[config.mk]
export PLATFORM = sky130hd
export DESIGN_NAME = obi_rr_arbiter_flat
export DESIGN_NICKNAME = d
export VERILOG_FILES = /design/src/rtl/obi_arb_pkg.sv /design/src/rtl/obi_rr_arbiter_if.sv /design/src/rtl/obi_id_fifo.sv /design/src/rtl/obi_rr_arbiter.sv /design/src/flat_wrapper.sv
export SDC_FILE = /design/constraint.sdc
export NUM_CORES = 1
export LEC_CHECK = 0
export CAP_MARGIN = 15
export CORE_AREA = 2 2 121 123
export DETAILED_ROUTE_END_ITERATION = 8
export DIE_AREA = 0 0 123 125
export PLACE_DENSITY = 0.66
export REMOVE_ABC_BUFFERS = 1
export SYNTH_ARGS = -nofsm -noshare
export SYNTH_HDL_FRONTEND = slang
export SYNTH_SLANG_ARGS = --single-unit
[constraint.sdc]
create_clock -name clk_i -period 1.95 [get_ports clk_i]
set_input_delay 0.39 -clock clk_i [delete_from_list [all_inputs] [get_ports clk_i]]
set_output_delay 0.39 -clock clk_i [all_outputs]
set_load 0.1 [all_outputs]
[src/rtl/obi_arb_pkg.sv]
// Shared constants and the round-robin selection helper for the OBI arbiter.
package obi_arb_pkg;

  localparam int OBI_DATA_W  = 32;
  localparam int OBI_ADDR_W  = 32;
  localparam int OBI_BE_W    = 4;

  // Widest request vector rr_select can scan; NUM_MASTERS must not exceed it.
  localparam int MAX_MASTERS = 32;

  // First requester at or after ptr (mod n). Returns 0 when nobody requests.
  // n is passed explicitly because the request vector is zero-extended to MAX_MASTERS.
  function automatic int rr_select(input logic [MAX_MASTERS-1:0] req, input int ptr, input int n);
    int sel;
    int idx;
    sel = 0;
    // Walk offsets from farthest to nearest so the nearest hit wins.
    for (int i = MAX_MASTERS - 1; i >= 0; i--) begin
      if (i < n) begin
        idx = (ptr + i) % n;
        if (req[idx[$clog2(MAX_MASTERS)-1:0]]) sel = idx;
        else sel = sel;
      end else begin
        sel = sel;
      end
    end
    return sel;
  endfunction

endpackage

[src/rtl/obi_rr_arbiter_if.sv]
// Downstream OBI request and response channels of the arbiter.
interface obi_req_if;
  import obi_arb_pkg::*;
  logic                  req;
  logic                  we;
  logic [OBI_BE_W-1:0]   be;
  logic [OBI_ADDR_W-1:0] addr;
  logic [OBI_DATA_W-1:0] wdata;
  logic                  gnt;

  modport master (output req, we, be, addr, wdata, input gnt);
  modport slave  (input req, we, be, addr, wdata, output gnt);
endinterface

interface obi_rsp_if;
  import obi_arb_pkg::*;
  logic                  rvalid;
  logic [OBI_DATA_W-1:0] rdata;

  // The arbiter receives responses, the memory produces them.
  modport slave  (input rvalid, rdata);
  modport master (output rvalid, rdata);
endinterface

[src/rtl/obi_id_fifo.sv]
// In-order FIFO of requester IDs for accepted-but-unanswered transactions.
module obi_id_fifo #(
  parameter int DEPTH = 2,
  parameter int WIDTH = 1,
  localparam int PTR_W = (DEPTH > 1) ? $clog2(DEPTH) : 1,
  localparam int CNT_W = $clog2(DEPTH + 1)
) (
  input  logic             clk_i,
  input  logic             rst_ni,
  input  logic             push_i,
  input  logic [WIDTH-1:0] data_i,
  input  logic             pop_i,
  output logic [WIDTH-1:0] data_o,
  output logic             full_o,
  output logic             empty_o,
  output logic [CNT_W-1:0] count_o
);

  logic [WIDTH-1:0] mem_q [DEPTH];
  logic [PTR_W-1:0] wr_ptr_q, wr_ptr_d, rd_ptr_q, rd_ptr_d;
  logic [CNT_W-1:0] count_q, count_d;
  logic             push_ok_s, pop_ok_s;

  assign full_o  = (count_q == CNT_W'(DEPTH));
  assign empty_o = (count_q == '0);
  assign count_o = count_q;
  assign data_o  = mem_q[rd_ptr_q];

  // Next pointers and occupancy; pushes into a full FIFO and pops from an empty one are ignored.
  always_comb begin
    push_ok_s = push_i & ~full_o;
    pop_ok_s  = pop_i & ~empty_o;
    if (push_ok_s) wr_ptr_d = (wr_ptr_q == PTR_W'(DEPTH - 1)) ? '0 : wr_ptr_q + 1'b1;
    else           wr_ptr_d = wr_ptr_q;
    if (pop_ok_s)  rd_ptr_d = (rd_ptr_q == PTR_W'(DEPTH - 1)) ? '0 : rd_ptr_q + 1'b1;
    else           rd_ptr_d = rd_ptr_q;
    case ({push_ok_s, pop_ok_s})
      2'b10:   count_d = count_q + 1'b1;
      2'b01:   count_d = count_q - 1'b1;
      default: count_d = count_q;
    endcase
  end

  // Pointer, occupancy and storage registers.
  always_ff @(posedge clk_i or negedge rst_ni) begin
    if (!rst_ni) begin
      wr_ptr_q <= '0;
      rd_ptr_q <= '0;
      count_q  <= '0;
      for (int i = 0; i < DEPTH; i++) mem_q[i] <= '0;
    end else begin
      wr_ptr_q <= wr_ptr_d;
      rd_ptr_q <= rd_ptr_d;
      count_q  <= count_d;
      if (push_ok_s) mem_q[wr_ptr_q] <= data_i;
    end
  end

endmodule

[src/rtl/obi_rr_arbiter.sv]
// Round-robin arbiter sharing one OBI memory port among NUM_MASTERS requesters.
// Zero added latency on request and response paths; responses return in order
// via an ID FIFO. Define OBI_ARB_PERF_CNT_EN to add per-master grant counters.
module obi_rr_arbiter
  import obi_arb_pkg::*;
#(
  parameter int NUM_MASTERS     = 2,
  parameter int MAX_OUTSTANDING = 2
) (
  input  logic                              clk_i,
  input  logic                              rst_ni,
  input  logic [NUM_MASTERS-1:0]            m_req_i,
  input  logic [NUM_MASTERS-1:0]            m_we_i,
  input  logic [OBI_BE_W*NUM_MASTERS-1:0]   m_be_i,
  input  logic [OBI_ADDR_W*NUM_MASTERS-1:0] m_addr_i,
  input  logic [OBI_DATA_W*NUM_MASTERS-1:0] m_wdata_i,
  output logic [NUM_MASTERS-1:0]            m_gnt_o,
  output logic [NUM_MASTERS-1:0]            m_rvalid_o,
  output logic [OBI_DATA_W*NUM_MASTERS-1:0] m_rdata_o,
  obi_req_if.master                         mem_req,
  obi_rsp_if.slave                          mem_rsp
`ifdef OBI_ARB_PERF_CNT_EN
  ,
  output logic [32*NUM_MASTERS-1:0]         grant_cnt_o
`endif
);

  localparam int IDX_W = (NUM_MASTERS > 1) ? $clog2(NUM_MASTERS) : 1;
  localparam int CNT_W = $clog2(MAX_OUTSTANDING + 1);

  logic [MAX_MASTERS-1:0] req_vec_s;
  logic [IDX_W-1:0]       sel_s, head_s;
  logic [IDX_W-1:0]       rr_ptr_q, rr_ptr_d;
  logic                   req_ok_s, hs_s, rsp_ok_s;
  logic                   full_s, empty_s;
  logic [CNT_W-1:0]       fifo_count_unused_s;

  // Selection, next round-robin pointer and handshake qualification.
  // Reset gates the request so nothing leaves the arbiter while rst_ni is low.
  always_comb begin
    req_vec_s = '0;
    req_vec_s[NUM_MASTERS-1:0] = m_req_i;
    sel_s = IDX_W'(rr_select(req_vec_s, int'(rr_ptr_q), NUM_MASTERS));
    if (int'(sel_s) == NUM_MASTERS - 1) rr_ptr_d = '0;
    else                                rr_ptr_d = sel_s + 1'b1;
    req_ok_s = rst_ni & (|m_req_i) & ~full_s;
    hs_s     = req_ok_s & mem_req.gnt;
    rsp_ok_s = mem_rsp.rvalid & ~empty_s;
  end

  // Forward the selected master's fields downstream; all-zero when idle.
  always_comb begin
    mem_req.req = req_ok_s;
    if (req_ok_s) begin
      mem_req.we    = m_we_i[sel_s];
      mem_req.be    = m_be_i[OBI_BE_W*int'(sel_s) +: OBI_BE_W];
      mem_req.addr  = m_addr_i[OBI_ADDR_W*int'(sel_s) +: OBI_ADDR_W];
      mem_req.wdata = m_wdata_i[OBI_DATA_W*int'(sel_s) +: OBI_DATA_W];
    end else begin
      mem_req.we    = 1'b0;
      mem_req.be    = '0;
      mem_req.addr  = '0;
      mem_req.wdata = '0;
    end
  end

  // One-hot grant back to the selected master; response routed to the FIFO head.
  // A stray rvalid with no outstanding ID is dropped.
  always_comb begin
    m_gnt_o    = '0;
    m_rvalid_o = '0;
    m_rdata_o  = '0;
    if (hs_s) m_gnt_o[sel_s] = 1'b1;
    else      m_gnt_o = '0;
    if (rsp_ok_s) begin
      m_rvalid_o[head_s] = 1'b1;
      m_rdata_o[OBI_DATA_W*int'(head_s) +: OBI_DATA_W] = mem_rsp.rdata;
    end else begin
      m_rvalid_o = '0;
    end
  end

  // Round-robin pointer moves past the winner only on an accepted request.
  always_ff @(posedge clk_i or negedge rst_ni) begin
    if (!rst_ni)   rr_ptr_q <= '0;
    else if (hs_s) rr_ptr_q <= rr_ptr_d;
    else           rr_ptr_q <= rr_ptr_q;
  end

  // Full blocks new requests even when a pop happens in the same cycle,
  // since full_s comes from registered occupancy. Occupancy itself is unused here.
  obi_id_fifo #(
    .DEPTH (MAX_OUTSTANDING),
    .WIDTH (IDX_W)
  ) u_fifo (
    .clk_i   (clk_i),
    .rst_ni  (rst_ni),
    .push_i  (hs_s),
    .data_i  (sel_s),
    .pop_i   (rsp_ok_s),
    .data_o  (head_s),
    .full_o  (full_s),
    .empty_o (empty_s),
    .count_o (fifo_count_unused_s)
  );

`ifdef OBI_ARB_PERF_CNT_EN
  logic [32*NUM_MASTERS-1:0] grant_cnt_q;

  // Count accepted requests per master; wraps naturally at 2^32.
  always_ff @(posedge clk_i or negedge rst_ni) begin
    if (!rst_ni) grant_cnt_q <= '0;
    else if (hs_s) grant_cnt_q[32*int'(sel_s) +: 32] <= grant_cnt_q[32*int'(sel_s) +: 32] + 32'd1;
    else grant_cnt_q <= grant_cnt_q;
  end

  assign grant_cnt_o = grant_cnt_q;
`endif

endmodule

[src/flat_wrapper.sv]
// flat-port wrapper written by rule: the top's interface ports become plain ports
module obi_rr_arbiter_flat import obi_arb_pkg::*;
#(
  parameter int NUM_MASTERS     = 2,
  parameter int MAX_OUTSTANDING = 2
)
  (clk_i, rst_ni, m_req_i, m_we_i, m_be_i, m_addr_i, m_wdata_i, m_gnt_o, m_rvalid_o, m_rdata_o, mem_req_req, mem_req_we, mem_req_be, mem_req_addr, mem_req_wdata, mem_req_gnt, mem_rsp_rvalid, mem_rsp_rdata);
  obi_req_if mem_req_i ();
  obi_rsp_if mem_rsp_i ();
  input  logic clk_i;
  input  logic rst_ni;
  input  logic [NUM_MASTERS-1:0] m_req_i;
  input  logic [NUM_MASTERS-1:0] m_we_i;
  input  logic [OBI_BE_W*NUM_MASTERS-1:0] m_be_i;
  input  logic [OBI_ADDR_W*NUM_MASTERS-1:0] m_addr_i;
  input  logic [OBI_DATA_W*NUM_MASTERS-1:0] m_wdata_i;
  output logic [NUM_MASTERS-1:0] m_gnt_o;
  output logic [NUM_MASTERS-1:0] m_rvalid_o;
  output logic [OBI_DATA_W*NUM_MASTERS-1:0] m_rdata_o;
  output wire logic [$bits(mem_req_i.req)-1:0] mem_req_req;
  output wire logic [$bits(mem_req_i.we)-1:0] mem_req_we;
  output wire logic [$bits(mem_req_i.be)-1:0] mem_req_be;
  output wire logic [$bits(mem_req_i.addr)-1:0] mem_req_addr;
  output wire logic [$bits(mem_req_i.wdata)-1:0] mem_req_wdata;
  input wire logic [$bits(mem_req_i.gnt)-1:0] mem_req_gnt;
  input wire logic [$bits(mem_rsp_i.rvalid)-1:0] mem_rsp_rvalid;
  input wire logic [$bits(mem_rsp_i.rdata)-1:0] mem_rsp_rdata;
  assign mem_req_req = mem_req_i.req;
  assign mem_req_we = mem_req_i.we;
  assign mem_req_be = mem_req_i.be;
  assign mem_req_addr = mem_req_i.addr;
  assign mem_req_wdata = mem_req_i.wdata;
  assign mem_req_i.gnt = mem_req_gnt;
  assign mem_rsp_i.rvalid = mem_rsp_rvalid;
  assign mem_rsp_i.rdata = mem_rsp_rdata;
  obi_rr_arbiter #(.NUM_MASTERS(NUM_MASTERS), .MAX_OUTSTANDING(MAX_OUTSTANDING)) u_core (.clk_i(clk_i), .rst_ni(rst_ni), .m_req_i(m_req_i), .m_we_i(m_we_i), .m_be_i(m_be_i), .m_addr_i(m_addr_i), .m_wdata_i(m_wdata_i), .m_gnt_o(m_gnt_o), .m_rvalid_o(m_rvalid_o), .m_rdata_o(m_rdata_o), .mem_req(mem_req_i), .mem_rsp(mem_rsp_i));
endmodule
==> flow_metrics.env, run 1 <==
export IMPL_die_h_um=125
export IMPL_reg2reg_setup_slack_ns=0.19
export IMPL_synth_top_area_share_pct=22.9
export IMPL_seq_area_um2=178
export IMPL_power_total_mw=11.9
export IMPL_post_dp_cell_area_um2=7120
export IMPL_end_kind="output port"
export IMPL_totalWireLength_mm=22.2
export IMPL_mostFrequentLayoutCells="clkdlybuf4s50_1, buf_12, o211ai_1"
export IMPL_hold_violations=0
export IMPL_antenna_found_initial=0
export IMPL_violations="setup timing"
export IMPL_grt_pass1_vias=4892
export IMPL_p_leak_nw=3.38
export IMPL_die_area_um2=15400
export IMPL_cts_sinks=7
export IMPL_cts_root_buf="clkbuf_16"
export IMPL_fin_nets=884
export IMPL_htree_levels=1
export IMPL_core_um2=14200
export IMPL_crit_required_ns=1.56
export IMPL_pre_cts_slack_ns=-0.467
export IMPL_grt_overflow_total=0
export IMPL_max_cap_viol_count=0
export IMPL_arrival_ns=1.73
export IMPL_hold_buffers=0
export IMPL_cp_max_fo=7
export IMPL_skew_ns=0.00402
export IMPL_worstReg2RegStart="u_core.u_fifo.count_o[0]"
export IMPL_syn_area_per_cell_um2=6.35
export IMPL_crit_type="reg2out"
export IMPL_synth_top_cell_by_area="o211ai_1"
export IMPL_nFillCells=993
export IMPL_slew_headroom_pct=74.2
export IMPL_grt_first_pass_wirelength_mm=30.4
export IMPL_ys_warn_count=0
export IMPL_grt_use_total_pct=25.8
export IMPL_numCtsBuffers=3
export IMPL_clk_insertion_delay_late_ns=0.24
export IMPL_layout_commonest_cell="clkdlybuf4s50_1"
export IMPL_vdd_ir_drop_worst_mv=1.37
export IMPL_status="finished with violations"
export IMPL_rr_worst_depth=7
export IMPL_drc=0
export IMPL_start_util_pct=16.0
export IMPL_fin_crit_ns=2.12
export IMPL_dieWidth_um=123
export IMPL_globalplace_congestion=0.883
export IMPL_max_freq_ghz=0.473
export IMPL_synth_cell_types=27
export IMPL_path_clk_slew_ns=0.04
export IMPL_antenna_left=0
export IMPL_final_core_util_pct=65.6
export IMPL_synth_seq_cells=7
export IMPL_drtPass1Iterations=4
export IMPL_dpl_hpwl_mm=12.1
export IMPL_finalInstanceArea_um2=9320
export IMPL_grt_setup_unrepaired="yes"
export IMPL_hold_path_class="in2async"
export IMPL_wl_per_cell_um=24.9
export IMPL_cts_tree="built"
export IMPL_setup_violations=136
export IMPL_num_vias=4555
export IMPL_grt_max_degree=37
export IMPL_antenna_cells=0
export IMPL_ys_top_cells_by_area="o211ai_1, o21ai_0, a21oi_1"
export IMPL_multiInputGateArea_um2=2860
export IMPL_synthCells=357
export IMPL_vias_per_cell=5.12
export IMPL_io_pins=314
export IMPL_cts_max_path_buffers=2
export IMPL_syn_area_um2=2270
export IMPL_worst_slack_ns=-0.165
export IMPL_rows=44
export IMPL_drive_above_1_share_pct=60.8
export IMPL_drv_slew=0
export IMPL_powerDensity_nw_per_um2=1280
export IMPL_cp_start_kind="flop"
export IMPL_whs_ns=0.232
export IMPL_worst_pin_slew_ns=0.386
export IMPL_drt_iter0_drc=253
export IMPL_synth_seq_area_share_pct=7.73
export IMPL_fin_crit_sh_pct=108
export IMPL_r2r_end="u_core.u_fifo.count_o[1]"
export IMPL_area_delta_synth_final_pct=311
export IMPL_port_buffers=313
logic make-up (layout without fill, tap and decap cells):
kind of cell / Yosys count / in the layout / synth area share, %
adders and majority gates: 1 / 1 / 0.552
AOI/OAI and AO/OA: 210 / 210 / 54.3
xor gates and xnor gates: 5 / 5 / 1.93
DFF: 7 / 7 / 7.73
and+or+nand+nor: 76 / 76 / 22.3
buffers and inverters: 54 / 403 / 11.0
muxes: 4 / 4 / 2.10
worst max path at each step:
stage	start	cells past startpoint	to
6_report	u_core.rr_ptr_q	7	mem_req_wdata[17]
5_1_grt	u_core.u_fifo.rd_ptr_q	6	m_rdata_o[11]
4_1_cts	u_core.u_fifo.count_o[1]	6	mem_req_addr[21]
3_5_place_dp	m_req_i[0]	6	mem_req_addr[21]
3_3_place_gp	m_req_i[0]	8	mem_req_wdata[31]
2_1_floorplan	u_core.rr_ptr_q	3	mem_req_addr[0]
repair_timing:
| action | in CTS | in global routing |
|---|---|---|
| resized for setup | 261 | 113 |
| pin swaps | 67 | 54 |
| endpoints found under the setup margin | 138 | 138 |
| cloned | 23 | 7 |
| endpoints found under the hold margin | 0 | 0 |
| buffers inserted | 21 | 11 |
registers in the layout, indices dropped and copies added, names as in the netlist:
signal,cells
u_core.u_fifo.wr_ptr_q,1
u_core.u_fifo.count_o,2
u_core.u_fifo.rd_ptr_q,1
u_core.rr_ptr_q,1
u_core.u_fifo.mem_q,2
Yosys cell counts, drive strengths merged:
library cell / number
o21ai: 71
a21oi: 69
o211ai: 69
and2: 64
clkbuf: 28
buf: 22
dfrtp: 7
nor2: 5
inv: 4
xnor2: 4
mux2: 3
nor2b: 2
ha: 1
mux2i: 1
nand2: 1
nand3: 1
nand4: 1
nand4b: 1
o21a: 1
or2b: 1
xor2: 1
critical path, cell delays in order (launching register included):
cell	delay, ns
dfrtp_2	0.42
nor2b_4	0.17
buf_4	0.14
buf_8	0.12
buf_16	0.13
o21ai_1	0.10
a21oi_4	0.20
buf_12	0.20
routing by layer:
layer	share of wire (%)	GRT usage (%)	wire length, um
met1	39	30.4	8730
met3	6.4	4.01	1430
met5	0	0	0
met4	3.6	9.16	805
met2	51	46.5	11200
cell type report:
class	instances	share of cell area (%)
Tap cell	184	2.47
Timing Repair Buffer	395	63.7
Clock buffer	4	0.846
Multi-Input combinational cell	296	30.7
Sequential cell	7	1.91
Inverter	4	0.349
per-stage QoR:
step           std cells  setup TNS [ns]
2_1_floorplan        307         -174.90
3_3_place_gp         830          -31.59
3_5_place_dp         830          -36.10
4_1_cts              876          -10.12
5_1_grt              890          -19.76
6_report             890          -11.91
power breakdown:
| part | internal [mW] | switching, mW |
|---|---|---|
| Combinational | 4.56 | 6.70 |
| Clock | 0.272 | 0.0819 |
| Sequential | 0.227 | 0.0711 |
| Total | 5.06 | 6.85 |
(Power assumes the default switching activity.)
==> run 2: changes to the inputs <==
ABC_CLOCK_PERIOD_IN_PS = 1950   (was unset)
==> results of run 2 <==
No change in the layout: final DEF, timing and power equal those of run 1.
==> run 3: changes to the inputs <==
ABC_CLOCK_PERIOD_IN_PS = 2150   (was 1950)
CTS_CLUSTER_DIAMETER = 30   (was unset)
clock period = 2.15 ns   (was 1.95 ns; I/O delays follow)
==> run 3 against run 2 <==
Compared with the run above: the run now ends clean; clock power shrank 8.5%; non-clock buffer count shrank 41; register-to-register slack gained 0.21 ns; power shrank 21%; first-iteration DRC count grew 19%; sequential power grew 3%; critical path depth shrank 1.
==> flow_metrics.env, run 3 (synthesis gave the netlist of run 1 again) <==
export IMPL_cp_start_kind="flop"
export IMPL_drc=0
export IMPL_max_cap_viol_count=0
export IMPL_arrival_ns=1.70
export IMPL_antenna_left=0
export IMPL_status="complete, no violations"
export IMPL_use_met3_pct=3.38
export IMPL_htree_levels=1
export IMPL_seq_area_um2=179
export IMPL_nFillCells=1147
export IMPL_end_kind="output port"
export IMPL_grt_pass1_vias=4500
export IMPL_port_buffers=313
export IMPL_vdd_ir_drop_worst_mv=1.03
export IMPL_grt_overflow_total=0
export IMPL_slew_headroom_pct=69.3
export IMPL_io_pins=314
export IMPL_die_area_um2=15400
export IMPL_clk_insertion_delay_late_ns=0.24
export IMPL_grt_use_total_pct=22.1
export IMPL_area_delta_synth_final_pct=256
export IMPL_fin_nets=843
export IMPL_timing_critical_path_cells="mux2i_4, nor2_4, buf_16, buf_8, and2_4, buf_12"
export IMPL_wl_per_cell_um=21.9
export IMPL_crit_required_ns=1.72
export IMPL_multiInputGateArea_um2=2360
export IMPL_vias_per_cell=5.08
export IMPL_grt_setup_unrepaired="yes"
export IMPL_cts_max_path_buffers=2
export IMPL_antenna_cells=0
export IMPL_hold_path_class="in2async"
export IMPL_powerDensity_nw_per_um2=1160
export IMPL_hold_violations=0
export IMPL_rows=44
export IMPL_drive_above_1_share_pct=46.6
export IMPL_mostFrequentLayoutCells="clkdlybuf4s50_1, buf_12, o211ai_1"
export IMPL_slowest_delay_ns=0.42
export IMPL_hold_buffers=0
export IMPL_busiest_layer="met2"
export IMPL_start_util_pct=16.0
export IMPL_drt_iter0_drc=301
export IMPL_cts_sinks=7
export IMPL_dpl_hpwl_mm=12.3
export IMPL_grt_max_degree=45
export IMPL_use_met2_pct=41.4
export IMPL_setup_violations=0
export IMPL_crit_family="buffers and inverters"
export IMPL_drv_slew=0
export IMPL_grt_first_pass_wirelength_mm=26.5
export IMPL_cts_root_buf="clkbuf_16"
export IMPL_fin_crit_ns=2.13
export IMPL_skew_ns=0.00537
export IMPL_numCtsBuffers=3
export IMPL_core_um2=14200
export IMPL_crit_buf_inv=3
export IMPL_die_h_um=125
export IMPL_slowest_stage="dfrtp_1"
export IMPL_final_cell_count_no_fill=849
export IMPL_crit_type="reg2out"
export IMPL_cp_max_fo=8
export IMPL_dieWidth_um=123
export IMPL_layout_commonest_cell="clkdlybuf4s50_1"
export IMPL_num_vias=4311
export IMPL_max_freq_ghz=0.469
export IMPL_whs_ns=0.267
export IMPL_grtUsageMet1_pct=25.8
export IMPL_path_clk_slew_ns=0.04
export IMPL_fin_crit_sh_pct=99.1
export IMPL_p_leak_nw=2.89
export IMPL_placed_cells=827
export IMPL_worst_pin_slew_ns=0.455
export IMPL_antenna_found_initial=0
export IMPL_drtPass1Iterations=5
export IMPL_globalplace_congestion=0.881
export IMPL_cts_tree="built"
export IMPL_reg2reg_setup_slack_ns=0.40
export IMPL_totalWireLength_mm=18.6
[run 3: cell types whose count changed in the layout (fill, tap and decap cells not counted), sizes merged]
cell,previous run,this run
buf,215,178
bufbuf,1,0
clkbuf,10,7
[run 3: final cells by class]
cell class | instances | area share (%)
clock buffers | 4 | 0.977
inverters | 4 | 0.279
multi-input cells | 296 | 29.2
flip-flops and latches | 7 | 2.22
well taps | 184 | 2.85
repair buffers | 354 | 64.5
[run 3: metrics by stage]
stage / area (um^2) / power, mW / setup WS (ns) / TNS (ns) / utilization [%]
2_1_floorplan: 2030 / 4.87 / -1.74 / -152.63 / -
3_3_place_gp: 7070 / 8.01 / -0.294 / -14.58 / 49.8
3_5_place_dp: 7070 / 8.10 / -0.309 / -18.88 / 49.8
4_1_cts: 7960 / 9.17 / -0.0337 / -0.595 / 56.0
5_1_grt: 8070 / 9.64 / -0.0474 / -0.898 / 56.8
6_report: 8070 / 9.39 / 0.0191 / 0 / 56.8
[run 3: worst reg2reg max path, cell delays in order (launching register included)]
cell and delay, ns:
dfrtp_2 0.43, or2b_4 0.25, buf_4 0.13, nand3_2 0.11
buf_4 0.17, ha_1 0.30, nor2_1 0.13, xor2_1 0.15
[run 3: worst paths after layout]
path / cells after the start / startpoint / end
min reg2reg: 1 / u_core.u_fifo.wr_ptr_q / u_core.u_fifo.wr_ptr_q
max reg2reg: 7 / u_core.u_fifo.count_o[1] / u_core.u_fifo.count_o[1]
min: 2 / rst_ni / u_core.u_fifo.mem_q[0]
min in group clk_i: 1 / u_core.u_fifo.wr_ptr_q / u_core.u_fifo.wr_ptr_q
max in group asynchronous: 2 / rst_ni / u_core.rr_ptr_q
max: 6 / u_core.u_fifo.rd_ptr_q / m_rdata_o[60]
[run 3: what timing repair did]
item,in CTS,in global routing
buffers inserted,7,3
pin swaps,14,8
endpoints found under the hold margin,0,0
setup endpoints to repair,133,112
gates resized for setup,124,34
cloned,8,2
[run 3: routing by layer]
layer | vias up | share of wire [%]
li1 | 1941 | -
met1 | 2118 | 38
met2 | 220 | 53
met3 | 32 | 7.2
met4 | 0 | 2.0
met5 | - | 0
[run 3: report_power, final]
part	total, mW	switching [mW]	internal [mW]
Clock	0.324	0.0769	0.247
Sequential	0.308	0.100	0.208
Combinational	8.75	5.49	3.26
